File: src/rtl/i2s_pkg.sv
// Shared I2S transmitter types and constants.
// DATA_W/SLOT_W/FRAME_BITS fix the 24-bit-in-32-bit-slot stereo framing,
// state_e is the transmitter FSM encoding, frame_t is one {left, right} FIFO word.
package i2s_pkg;

    localparam int unsigned DATA_W     = 24;
    localparam int unsigned SLOT_W     = 32;
    localparam int unsigned FRAME_BITS = 64;
    localparam int unsigned POS_W      = $clog2(SLOT_W);
    localparam int unsigned BIT_W      = $clog2(FRAME_BITS);

    typedef enum logic {
        IDLE = 1'b0,
        RUN  = 1'b1
    } state_e;

    typedef struct packed {
        logic [DATA_W-1:0] left;
        logic [DATA_W-1:0] right;
    } frame_t;

    // Serial bit for slot position pos: one-bit delay, MSB first, zero padding after the LSB.
    function automatic logic slot_bit(input logic [DATA_W-1:0] sample,
                                      input logic [POS_W-1:0]  pos);
        logic [POS_W-1:0] idx;
        idx = POS_W'(DATA_W) - pos;
        if ((pos != '0) && (pos <= POS_W'(DATA_W))) begin
            return sample[idx];
        end
        return 1'b0;
    endfunction

endpackage

File: src/rtl/sample_fifo.sv
// Synchronous FIFO of stereo frames.
// Ports: clk/rst (sync, active-high), push + wr_data, pop -> rd_data (head word,
// valid while !empty), full/empty flags, ready (registered "can accept", 0 in reset).
// The caller only pushes when !full and only pops when !empty.
module sample_fifo
    import i2s_pkg::*;
#(
    parameter int unsigned FIFO_DEPTH = 4
) (
    input  logic   clk,
    input  logic   rst,
    input  logic   push,
    input  frame_t wr_data,
    input  logic   pop,
    output frame_t rd_data,
    output logic   full,
    output logic   empty,
    output logic   ready
);

    localparam int unsigned AW = $clog2(FIFO_DEPTH);
    localparam int unsigned CW = AW + 1;

    frame_t          mem [FIFO_DEPTH];
    logic [AW-1:0]   wr_ptr_q;
    logic [AW-1:0]   rd_ptr_q;
    logic [CW-1:0]   cnt_q;
    logic [CW-1:0]   cnt_d;

    // Occupancy after this edge; flags are registered from it so they are valid immediately.
    always_comb begin
        cnt_d = cnt_q;
        case ({push, pop})
            2'b10:   cnt_d = cnt_q + CW'(1);
            2'b01:   cnt_d = cnt_q - CW'(1);
            default: cnt_d = cnt_q;
        endcase
    end

    // Pointers, count and flags.
    always_ff @(posedge clk) begin
        if (rst) begin
            wr_ptr_q <= '0;
            rd_ptr_q <= '0;
            cnt_q    <= '0;
            full     <= 1'b0;
            empty    <= 1'b1;
            ready    <= 1'b0;
        end else begin
            if (push) wr_ptr_q <= wr_ptr_q + AW'(1);
            if (pop)  rd_ptr_q <= rd_ptr_q + AW'(1);
            cnt_q <= cnt_d;
            full  <= (cnt_d == CW'(FIFO_DEPTH));
            empty <= (cnt_d == '0);
            ready <= (cnt_d != CW'(FIFO_DEPTH));
        end
    end

    // Storage, no reset needed: contents are only read while non-empty.
    always_ff @(posedge clk) begin
        if (push && !rst) mem[wr_ptr_q] <= wr_data;
    end

    assign rd_data = mem[rd_ptr_q];

endmodule

File: src/rtl/i2s_tx.sv
// I2S transmitter: buffers stereo frames in a FIFO and serialises them as
// 24-bit samples in 32-bit slots (one-bit delay, MSB first).
// Ports: clk, rst (sync, active-high), en (level enable), s_valid/s_ready/s_left/s_right
// (frame input handshake), bclk/lrclk/sdata (I2S bus), underrun (1-clk pulse when a
// frame starts with nothing buffered). All outputs are registered.
module i2s_tx
    import i2s_pkg::*;
#(
    parameter int unsigned BCLK_DIV   = 2,
    parameter int unsigned FIFO_DEPTH = 4
) (
    input  logic              clk,
    input  logic              rst,
    input  logic              en,
    input  logic              s_valid,
    output logic              s_ready,
    input  logic [DATA_W-1:0] s_left,
    input  logic [DATA_W-1:0] s_right,
    output logic              bclk,
    output logic              lrclk,
    output logic              sdata,
    output logic              underrun
);

    localparam int unsigned DIV_W = (BCLK_DIV > 1) ? $clog2(BCLK_DIV) : 1;

    state_e             state_q, state_d;
    logic [DIV_W-1:0]   div_q, div_d;
    logic [BIT_W-1:0]   bit_q, bit_d, nxt_bit;
    logic               bclk_q, bclk_d;
    logic               lrclk_q, lrclk_d;
    logic               sdata_q, sdata_d;
    logic               underrun_q, underrun_d;
    frame_t             shadow_q, shadow_d;
    logic               load;

    logic               fifo_push;
    logic               fifo_pop;
    logic               fifo_full;
    logic               fifo_empty;
    frame_t             fifo_rd_data;
    frame_t             fifo_wr_data;

    assign fifo_wr_data = '{left: s_left, right: s_right};
    assign fifo_push    = s_valid && s_ready && !fifo_full;

    sample_fifo #(
        .FIFO_DEPTH (FIFO_DEPTH)
    ) u_fifo (
        .clk     (clk),
        .rst     (rst),
        .push    (fifo_push),
        .wr_data (fifo_wr_data),
        .pop     (fifo_pop),
        .rd_data (fifo_rd_data),
        .full    (fifo_full),
        .empty   (fifo_empty),
        .ready   (s_ready)
    );

    // State and datapath register.
    always_ff @(posedge clk) begin
        if (rst) begin
            state_q    <= IDLE;
            div_q      <= '0;
            bit_q      <= '0;
            bclk_q     <= 1'b0;
            lrclk_q    <= 1'b0;
            sdata_q    <= 1'b0;
            underrun_q <= 1'b0;
            shadow_q   <= '0;
        end else begin
            state_q    <= state_d;
            div_q      <= div_d;
            bit_q      <= bit_d;
            bclk_q     <= bclk_d;
            lrclk_q    <= lrclk_d;
            sdata_q    <= sdata_d;
            underrun_q <= underrun_d;
            shadow_q   <= shadow_d;
        end
    end

    // Next-state, bit timing and frame loading.
    always_comb begin
        state_d    = state_q;
        div_d      = div_q;
        bit_d      = bit_q;
        bclk_d     = bclk_q;
        lrclk_d    = lrclk_q;
        sdata_d    = sdata_q;
        underrun_d = 1'b0;
        shadow_d   = shadow_q;
        load       = 1'b0;
        nxt_bit    = bit_q + BIT_W'(1);

        case (state_q)
            IDLE: begin
                div_d   = '0;
                bit_d   = '0;
                bclk_d  = 1'b0;
                lrclk_d = 1'b0;
                sdata_d = 1'b0;
                if (en) begin
                    state_d = RUN;
                    load    = 1'b1;
                end
            end
            RUN: begin
                if (div_q == DIV_W'(BCLK_DIV - 1)) begin
                    div_d  = '0;
                    bclk_d = ~bclk_q;
                    // Falling toggle: advance to the next bit; new slot bit 0 is always 0,
                    // so the old shadow is fine even on the wrap edge that reloads it.
                    if (bclk_q) begin
                        bit_d   = nxt_bit;
                        lrclk_d = nxt_bit[BIT_W-1];
                        sdata_d = slot_bit(nxt_bit[BIT_W-1] ? shadow_q.right : shadow_q.left,
                                           nxt_bit[POS_W-1:0]);
                        if (bit_q == BIT_W'(FRAME_BITS - 1)) begin
                            if (en) load    = 1'b1;
                            else    state_d = IDLE;
                        end
                    end
                end else begin
                    div_d = div_q + DIV_W'(1);
                end
            end
            default: state_d = IDLE;
        endcase

        // Frame load: pop if something is buffered, otherwise send silence and flag it.
        fifo_pop = load && !fifo_empty;
        if (load) begin
            shadow_d   = fifo_empty ? '0 : fifo_rd_data;
            underrun_d = fifo_empty;
        end
    end

    assign bclk     = bclk_q;
    assign lrclk    = lrclk_q;
    assign sdata    = sdata_q;
    assign underrun = underrun_q;

endmodule

File: config.mk
export PLATFORM = sky130hd
export DESIGN_NAME = i2s_tx
export DESIGN_NICKNAME = d
export VERILOG_FILES = /design/src/rtl/i2s_pkg.sv /design/src/rtl/sample_fifo.sv /design/src/rtl/i2s_tx.sv
export SDC_FILE = /design/constraint.sdc
export NUM_CORES = 1
export LEC_CHECK = 0
export ABC_AREA = 1
export CORE_MARGIN = 4
export CORE_UTILIZATION = 45
export DETAILED_ROUTE_END_ITERATION = 10
export DONT_BUFFER_PORTS = 1
export SYNTH_ARGS = -nofsm -noshare
export SYNTH_HDL_FRONTEND = slang
export SYNTH_HIERARCHICAL = 1
export SYNTH_SLANG_ARGS = --single-unit
export TNS_END_PERCENT = 30
File: constraint.sdc
create_clock -name clk -period 3.6 [get_ports clk]
set_clock_uncertainty 0.15 [all_clocks]
set_input_delay 0.54 -clock clk [delete_from_list [all_inputs] [get_ports clk]]
set_output_delay 0.54 -clock clk [all_outputs]
set_load 0.01 [all_outputs]
Word-level counts from Yosys, hierarchy flattened
Memories as Yosys holds them, arrays and structs flattened. A register that Yosys moved wholly into a read port is not among the register bits.
Index checks and enable logic that the tools add are counted.

word-level totals
  flip-flop bits (word level) = 70
  bits in writable memories = 192
  output and inout bits = 5
  word-level logic and storage cells = 84
  memories = 1

memory list
  memory      words  bits a word  read ports  clocked after memory_dff  wr ports  RTL line           text
  u_fifo.mem  4      48           1           1                         1         sample_fifo.sv:24  frame_t mem [FIFO_DEPTH];

cells by class
  $add $sub $neg = 7
  order comparisons = 2
  equality and inequality tests = 7
  multiplexer cells = 37
  bitwise gates (word level) = 3
  reductions and logical operators = 12

operator list
  cell                 number
  $mux 48              1
  $mux 24              1
  $mux 1               22
  $mux 6               2
  $pmux 1 s2           6
  $pmux 6 s2           1
  $add 6x1->6 const B  1
  $eq 6x6->1 const B   1
  $lt 5x6->1 const B   1
  $pmux 3 s2           1
  $bmux 1 s5           1
  $le 5x5->1 const B   1
  $logic_and 1x1->1    5
  $reduce_bool 5->1    1
  $sub 5x5->5 const A  1
  $add 2x1->2 const B  2
  $mux 2               2
  $ne 2x1->1 const B   2
  $add 3x1->3 const B  1
  $eq 3x3->1 const B   1
  $logic_not 1->1      3
  $logic_not 3->1      1
  $ne 3x3->1 const B   1
  $not 1->1            3
  6 further kinds      6

Depth between registers and ports, before layout
Gate-level depths: netlist of run 1.

  depth after elaboration = 11
  gate-level depth with buffers = 18

Hierarchy
The synthesis of run 1 kept the hierarchy.

modules (own cells, without submodules)
  module       times used  cells an instance  area each (um^2)  sequential area each (um^2)
  sample_fifo  1           537                7719.9            6005.8
  i2s_tx       1           418                2866.5            1181.1

Worst setup path before layout of run 1
No wires, ideal clock.

  path type = input to register
  start point = input port s_valid
  end point = memory u_fifo/mem[0][0] (netlist name), enable pin
  setup time = 0.454 ns
  data arrival time = 2.824 ns
  required time = 2.996 ns
  setup slack = 0.172 ns
  stages on the path = 4
  buffers on the path = 0
  cell sequence = nand2_1 nor2_1 nand2_1 nor2_1

on the way
  cells in the longest elaborated chain, start to end = 5

ends and longest elaborated chain
  item                            RTL line           text
  from (decl)                     i2s_tx.sv:15       input logic s_valid,
  $logic_and 1x1->1 (2 in a row)  i2s_tx.sv:45       assign fifo_push = s_valid && s_ready && !fifo_full;
  via fifo_push                   i2s_tx.sv:37       logic fifo_push;
  $logic_and 1x1->1               sample_fifo.sv:61  if (push && !rst) mem[wr_ptr_q] <= wr_data;
  $mux 1                          sample_fifo.sv:61
  $mux 1 (implied by the code)    sample_fifo.sv:61
  to (decl)                       sample_fifo.sv:24

The timed path passes the listed nets, and every way through them passes these cells.

Final worst setup path of run 1
  start point = register bit_q[1]
  end point = register u_fifo.empty

on the way
  cells in the longest elaborated chain, start to end = 9
  elaborated cells between the ends (all ways) = 10
  classes of those cells = eq/ne (3); mux (5); reduce/logical (2)

ends and longest elaborated chain
  item                                      RTL line           text
  from (decl)                               i2s_tx.sv:29       logic [BIT_W-1:0] bit_q, bit_d, nxt_bit;
  from (signal assigned)                    i2s_tx.sv:75       bit_q <= bit_d;
  $eq 6x6->1 (*)                            i2s_tx.sv:120      if (bit_q == BIT_W'(FRAME_BITS - 1)) begin
  $mux 1 (*)                                i2s_tx.sv:120
  $mux 1 (*)                                i2s_tx.sv:115      if (bclk_q) begin
  $mux 1 (*)                                i2s_tx.sv:110      if (div_q == DIV_W'(BCLK_DIV - 1)) begin
  $pmux 1 s2 (*)                            i2s_tx.sv:97       case (state_q)
  $logic_and 1x1->1 (*)                     i2s_tx.sv:133      fifo_pop = load && !fifo_empty;
  $eq 2x1->1 or $eq 2x2->1 (tied branches)  sample_fifo.sv:33  case ({push, pop})
  $pmux 3 s2 (*)                            sample_fifo.sv:33
  $logic_not 3->1 (*)                       sample_fifo.sv:54  empty <= (cnt_d == '0);
  to (signal assigned)                      sample_fifo.sv:54
  to (decl)                                 sample_fifo.sv:17  output logic empty,

Every way passes the cells marked *; elsewhere a longest branch is shown, timed or not.
A chain may end at the register's enable or synchronous reset.

==> impl_metrics.json, run 1 <==
{
  "worst_pin_slew_ns": 0.943,
  "routed-wl-met3_um": 1140,
  "fin_ws_ns": 0.847,
  "vias": 6811,
  "end_kind": "flop",
  "overflow": 0,
  "ir_drop_uv": 451,
  "combPwrFrac_pct": 9.6,
  "die_width_um": 161,
  "path_clk_slew_ns": 0.06,
  "detail_route.wl_per_cell_um": 16.6,
  "port_buffers": 0,
  "synth_ff_type": "edfxtp_1",
  "synth_compound_area_share_pct": 11.7,
  "critPathLaunch": "bit_q[1]$_SDFFE_PP0P_",
  "design_area_mm2": 0.0121,
  "fin_crit_sh_pct": 76.5,
  "placed_area_mm2": 0.0107,
  "min-delay-start": "rst",
  "pre_cts_slack_ns": 0.874,
  "dr.max_layer_used": "met4",
  "crit_arrival_ns": 3.03,
  "root_buffer": "clkbuf_16",
  "routabilityCongestion": 0.925,
  "fill_cells": 1988,
  "dp_hpwl_um": 12500,
  "nets": 1050,
  "finalSetupViolCount": 0,
  "period_minus_slack_ns": 2.75,
  "synthAdderAreaFrac_pct": 0.898,
  "worst_hold_slack_ns": 0.0573,
  "yosys.area_share.simple_pct": 14.4,
  "seqPwrFrac_pct": 51.5,
  "core_mm2": 0.0229,
  "status": "complete, no violations",
  "antenna_found_initial": 0,
  "hold_path_class": "input pin to flop",
  "fin_cells": 1325,
  "drc": 0,
  "cp-start-kind": "flop",
  "synthCells": 955,
  "synth_cell_types": 44,
  "ys_seq_elements": 263,
  "cts.path.max_buffers": 3,
  "swShare_pct": 23.9,
  "p_switching_mw": 1.62,
  "async_flop_share_pct": 0,
  "synth_edf_count": 192,
  "viasPerCell": 5.14,
  "grt_pass1_wl_um": 34800,
  "power.density_mw_per_mm2": 562,
  "die_h_um": 161,
  "relSlewSlack_pct": 37.1,
  "ios": 57,
  "dr.first_iter.drc_count": 488,
  "maxCapViolCount": 0,
  "ant_nets": 0,
  "firstDrtPassIters": 5,
  "met2_length_um": 10300,
  "wl_um": 22000,
  "clock_latency_ns": 0.54,
  "pwr-share-clk_pct": 38.9,
  "fp-row-count": 55,
  "area_growth_syn_to_layout_pct": 14.2,
  "netlist_area_mm2": 0.0106,
  "muxShareOfSynthArea_pct": 0,
  "fmax_mhz": 363,
  "met1_length_um": 10100,
  "rsz0062_at_grt": "false",
  "synth_top_family_by_area": "simple AND/OR/NAND/NOR gates",
  "fin_setup_tns_ns": 0,
  "final_layout_size_suffix_gt1_share_pct": 8.50,
  "die_area_mm2": 0.0260,
  "p_leak_nw": 4.11,
  "grt_usage_pct": 16.6,
  "maxSlewViolCount": 0,
  "power_mw": 6.79,
  "p_int_mw": 5.17,
  "worstReg2RegStart": "bit_q[1]$_SDFFE_PP0P_",
  "synth-xor-area-share_pct": 0.165,
  "cts_max_level": 1,
  "synth_nets": 1014,
  "numClockSinks": 263,
  "utilization_pct": 52.7,
  "path_class": "flop to flop",
  "cts_tree": "done",
  "finalHoldViolCount": 0,
  "worstPathMaxFanout": 4,
  "insertedDiodeCount": 0,
  "syn-mean-instance-area_um2": 11.1,
  "ys_seq_area_share_pct": 67.9,
  "dp_cells": 1225,
  "grt_max_degree": 97,
  "cts-buffers-inserted": 27,
  "yosysWarnings": 6,
  "start_util_pct": 46.2,
  "cp.required_ns": 3.87,
  "grt_pass1_vias": 6493
}
-- synth_stat cells, types with 6 or more instances --
cell type | n | area [um^2]
o21ai_1 | 9 | 45.0
a21oi_1 | 64 | 320
buf_6 | 11 | 124
clkbuf_1 | 15 | 56.3
inv_1 | 33 | 124
nand2_1 | 195 | 732
nor2_1 | 115 | 432
edfxtp_1 | 192 | 5770
dfxtp_1 | 71 | 1420
nand3_1 | 27 | 135
buf_2 | 13 | 65.1
nor2_2 | 12 | 75.1
o21ai_0 | 92 | 460
o22ai_1 | 48 | 300
ha_1 | 6 | 75.1
-- cell type report --
class                           count  area, um^2  share of cell area, %
Multi-Input combinational cell    599        2900                   24.0
Sequential cell                   263        7190                   59.5
Tap cell                          313         392                   3.24
Timing Repair Buffer               61         601                   4.97
Clock buffer                       36         751                   6.21
Clock inverter                     14         103                  0.849
Inverter                           39         153                   1.26
-- power by group through the flow --
stage	combinational, mW	clock (mW)	sequential (mW)
floorplan	0.492	0	3.53
global placement	0.576	0	3.56
detailed placement	0.584	0	3.56
global route	0.743	2.84	3.51
CTS	0.661	2.70	3.50
finish	0.650	2.64	3.50
-- critical path, stage by stage, from the launching register on --
cell	delay, ns
dfxtp_1	0.43
ha_1	0.21
nand2_1	0.09
inv_1	0.13
nand2_1	0.11
o31ai_4	0.20
nand2_2	0.10
nor2_4	0.09
ha_1	0.16
inv_1	0.07
fa_1	0.43
o21ai_0	0.15
inv_1	0.07
nand2_1	0.07
inv_1	0.05
nand3_1	0.07
nand2_1	0.05
-- logic make-up (layout without fill, tap and decap cells) --
group,count (synthesis),count (layout)
flip-flops,263,263
AND/OR/NAND/NOR,367,367
adder cells (fa/ha/maj),7,7
AO/OA/AOI/OAI,223,223
XOR/XNOR,2,2
buffers and inverters,93,150
-- sequential cells by signal, summed over array words and instances (netlist names), named ones only --
name	count
div_q	1
shadow_q	48
bit_q	6
u_fifo/ready	1
u_fifo/wr_ptr_q	2
sdata	1
underrun	1
bclk	1
u_fifo/cnt_q	3
u_fifo/full	1
u_fifo/mem	192
u_fifo/empty	1
u_fifo/rd_ptr_q	2
state_q	1
-- layer usage --
layer / GRT usage, % / vias to the layer above
met5: 0 / -
met4: 3.88 / 0
met3: 3.19 / 35
met2: 27.3 / 145
met1: 23.0 / 3232
li1: - / 3399
-- worst paths after layout --
check                                                       end  slack [ns]  depth (start not counted)
worst min-delay path                    u_fifo/empty$_SDFF_PP1_        0.06                          2
worst max register to register          u_fifo/empty$_SDFF_PP1_        0.85                         16
worst max-delay path                    u_fifo/empty$_SDFF_PP1_        0.85                         16
worst min register to register  u_fifo/rd_ptr_q[1]$_SDFFE_PP0P_        0.29                          1
-- layout by cell type (no fill, tap or decap), types with 28 or more instances in the layout --
cell type	n
nand2_1	195
clkbuf_16	28
dlygate4sd3_1	49
nor2_1	111
inv_1	33
a21oi_1	64
o22ai_1	48
edfxtp_1	192
o21ai_0	92
dfxtp_1	70
-- timing repair --
| item | 4_1_cts | 5_1_grt |
|---|---|---|
| hold buffers | 50 | 0 |
| setup buffers | 0 | 0 |
| resized for setup | 0 | 0 |
| hold endpoints to repair | 255 | 0 |
Note: power is estimated with default switching activity, not from simulation.
==> run 2, diff against run 1 <==
==> constraint.sdc (replaced) <==
create_clock -name clk -period 2.5 [get_ports clk]
set_clock_uncertainty 0.15 [all_clocks]
set_input_delay 0.375 -clock clk [delete_from_list [all_inputs] [get_ports clk]]
set_output_delay 0.375 -clock clk [all_outputs]
set_load 0.01 [all_outputs]
==> run 2 against run 1 <==
  * Combinational power increased by 58%
  * Largest power group unchanged
  * Core utilization increased by 1.5 points
  * Sequential power increased by 44%
  * Global-route usage increased by 0.21 points
  * Fmax increased by 14%
  * Count of clock-buffer cells in the layout increased by 8
  * Largest cell class unchanged
  * Sequential share of layout area decreased by 1.6 points
==> impl_metrics.json, run 2 (synthesis gave the netlist of run 1 again) <==
{
  "design_area_mm2": 0.0124,
  "maxSlewViolCount": 0,
  "worstPathMaxFanout": 2,
  "maxCapViolCount": 0,
  "worst_pin_slew_ns": 0.505,
  "p_switching_mw": 2.36,
  "viasPerCell": 5.15,
  "area_growth_syn_to_layout_pct": 17.4,
  "path_class": "flop to flop",
  "final_cell_mix": "192 x edfxtp_1, 190 x nand2_1, 111 x nor2_1",
  "end_kind": "flop",
  "top_register": "u_fifo/mem",
  "nets": 1071,
  "fin_crit_sh_pct": 96.9,
  "swShare_pct": 23.4,
  "final_layout_size_suffix_gt1_share_pct": 11.6,
  "period_minus_slack_ns": 2.42,
  "antenna_found_initial": 0,
  "status": "complete, no violations",
  "fp-row-count": 55,
  "seqCellArea_mm2": 0.00719,
  "grt_pass1_wl_um": 35700,
  "die_h_um": 161,
  "finalHoldViolCount": 0,
  "cts_tree": "done",
  "fill_cells": 1955,
  "port_buffers": 0,
  "hold_path_class": "input pin to flop",
  "ios": 57,
  "die_area_mm2": 0.0260,
  "p_leak_nw": 4.28,
  "grt_usage_pct": 16.8,
  "globalRouteMet2Util_pct": 27.9,
  "core_mm2": 0.0229,
  "insertedDiodeCount": 0,
  "power.density_mw_per_mm2": 812,
  "dp_hpwl_um": 13000,
  "firstDrtPassIters": 5,
  "grt_max_degree": 65,
  "rsz0062_at_grt": "true",
  "met1_usage_pct": 23.6,
  "cts-buffers-inserted": 27,
  "wl_um": 22100,
  "ir_drop_uv": 784,
  "cts.path.max_buffers": 3,
  "multi_input_area_mm2": 0.00295,
  "relSlewSlack_pct": 66.2,
  "fmax_mhz": 413,
  "seqPwrFrac_pct": 49.8,
  "power_mw": 10.1,
  "p_int_mw": 7.72,
  "r2r_slack_ns": 0.08,
  "dr.first_iter.drc_count": 469,
  "vias": 6926,
  "numClockSinks": 263,
  "grtUsageMet3_pct": 2.73,
  "combPwrFrac_pct": 10.2,
  "start_util_pct": 46.2,
  "finalSetupViolCount": 0,
  "largestRegisters": "u_fifo/mem x192, shadow_q x48, bit_q x6",
  "overflow": 0,
  "placed_area_mm2": 0.0109,
  "cts_max_level": 1,
  "root_buffer": "clkbuf_16",
  "detail_route.wl_per_cell_um": 16.4,
  "layout_commonest_cell": "edfxtp_1",
  "crit_arrival_ns": 2.69,
  "die_width_um": 161,
  "path_clk_slew_ns": 0.06,
  "ant_nets": 0,
  "cp.required_ns": 2.77,
  "cp-start-kind": "flop",
  "largest_register_ff_count": 192,
  "busiest_layer": "met2",
  "routabilityCongestion": 0.919,
  "clock_latency_ns": 0.54,
  "drc": 0,
  "pwr-share-clk_pct": 40.0,
  "grt_pass1_vias": 6687
}
[run 2: per-stage QoR]
step	TNS (ns)	worst slack [ns]	util [%]	cells	hold slack, ns
4_1_cts	0	0.00462	53.9	1342	0.0182
3_5_place_dp	-0.0311	-0.0307	47.6	1241	0.279
3_3_place_gp	0	0.0361	47.6	1241	0.276
5_1_grt	-0.0980	-0.0372	54.2	1346	0.0385
6_report	0	0.0768	54.2	1346	0.0341
2_1_floorplan	-147.35	-0.763	-	955	0.262
[run 2: power groups by stage]
stage / registers, mW / clock network [mW] / logic [mW]
detailed placement: 5.12 / 0 / 0.891
floorplan: 5.09 / 0 / 0.708
global placement: 5.12 / 0 / 0.881
CTS: 5.03 / 4.10 / 1.02
global route: 5.04 / 4.28 / 1.16
finish: 5.03 / 4.03 / 1.03
[run 2: what timing repair did]
item	CTS	global route
hold endpoints to repair	259	0
pin swaps	2	10
buffers inserted	1	4
gates resized for setup	8	12
endpoints found under the setup margin	2	4
hold buffers	50	0
[run 2: critical path, stage by stage (launching register included)]
cell and delay (ns):
dfxtp_2 0.36, ha_4 0.15, nand2_4 0.05, inv_4 0.06, nand2_4 0.05, o31ai_4 0.20, nand2_2 0.10, nor2_4 0.14
ha_4 0.15, inv_4 0.03, fa_2 0.42, o21ai_1 0.14, inv_1 0.07, nand2_2 0.07, inv_2 0.04, nand3_1 0.05
nand2_1 0.05
[run 2: layout make-up]
| cell class | count | area share, % |
|---|---|---|
| inverter | 39 | 1.27 |
| tap | 313 | 3.15 |
| multi-input combinational | 599 | 23.7 |
| sequential | 263 | 57.9 |
| clock buffer | 44 | 6.27 |
| clock inverter | 6 | 0.977 |
| timing repair buffer | 82 | 6.71 |
[run 2: worst paths after layout]
kind,endpoint,cells after the start,from
max,u_fifo/empty$_SDFF_PP1_,16,bit_q[1]$_SDFFE_PP0P_
min,u_fifo/full$_SDFF_PP0_,2,rst
max reg2reg,u_fifo/empty$_SDFF_PP1_,16,bit_q[1]$_SDFFE_PP0P_
min reg2reg,div_q$_SDFF_PP0_,1,div_q$_SDFF_PP0_
[run 2: routing by layer]
| layer | vias up | wire length, um |
|---|---|---|
| met1 | 3310 | 10300 |
| met4 | 0 | 415 |
| met5 | - | 0 |
| met2 | 135 | 10500 |
| met3 | 30 | 881 |
| li1 | 3451 | - |
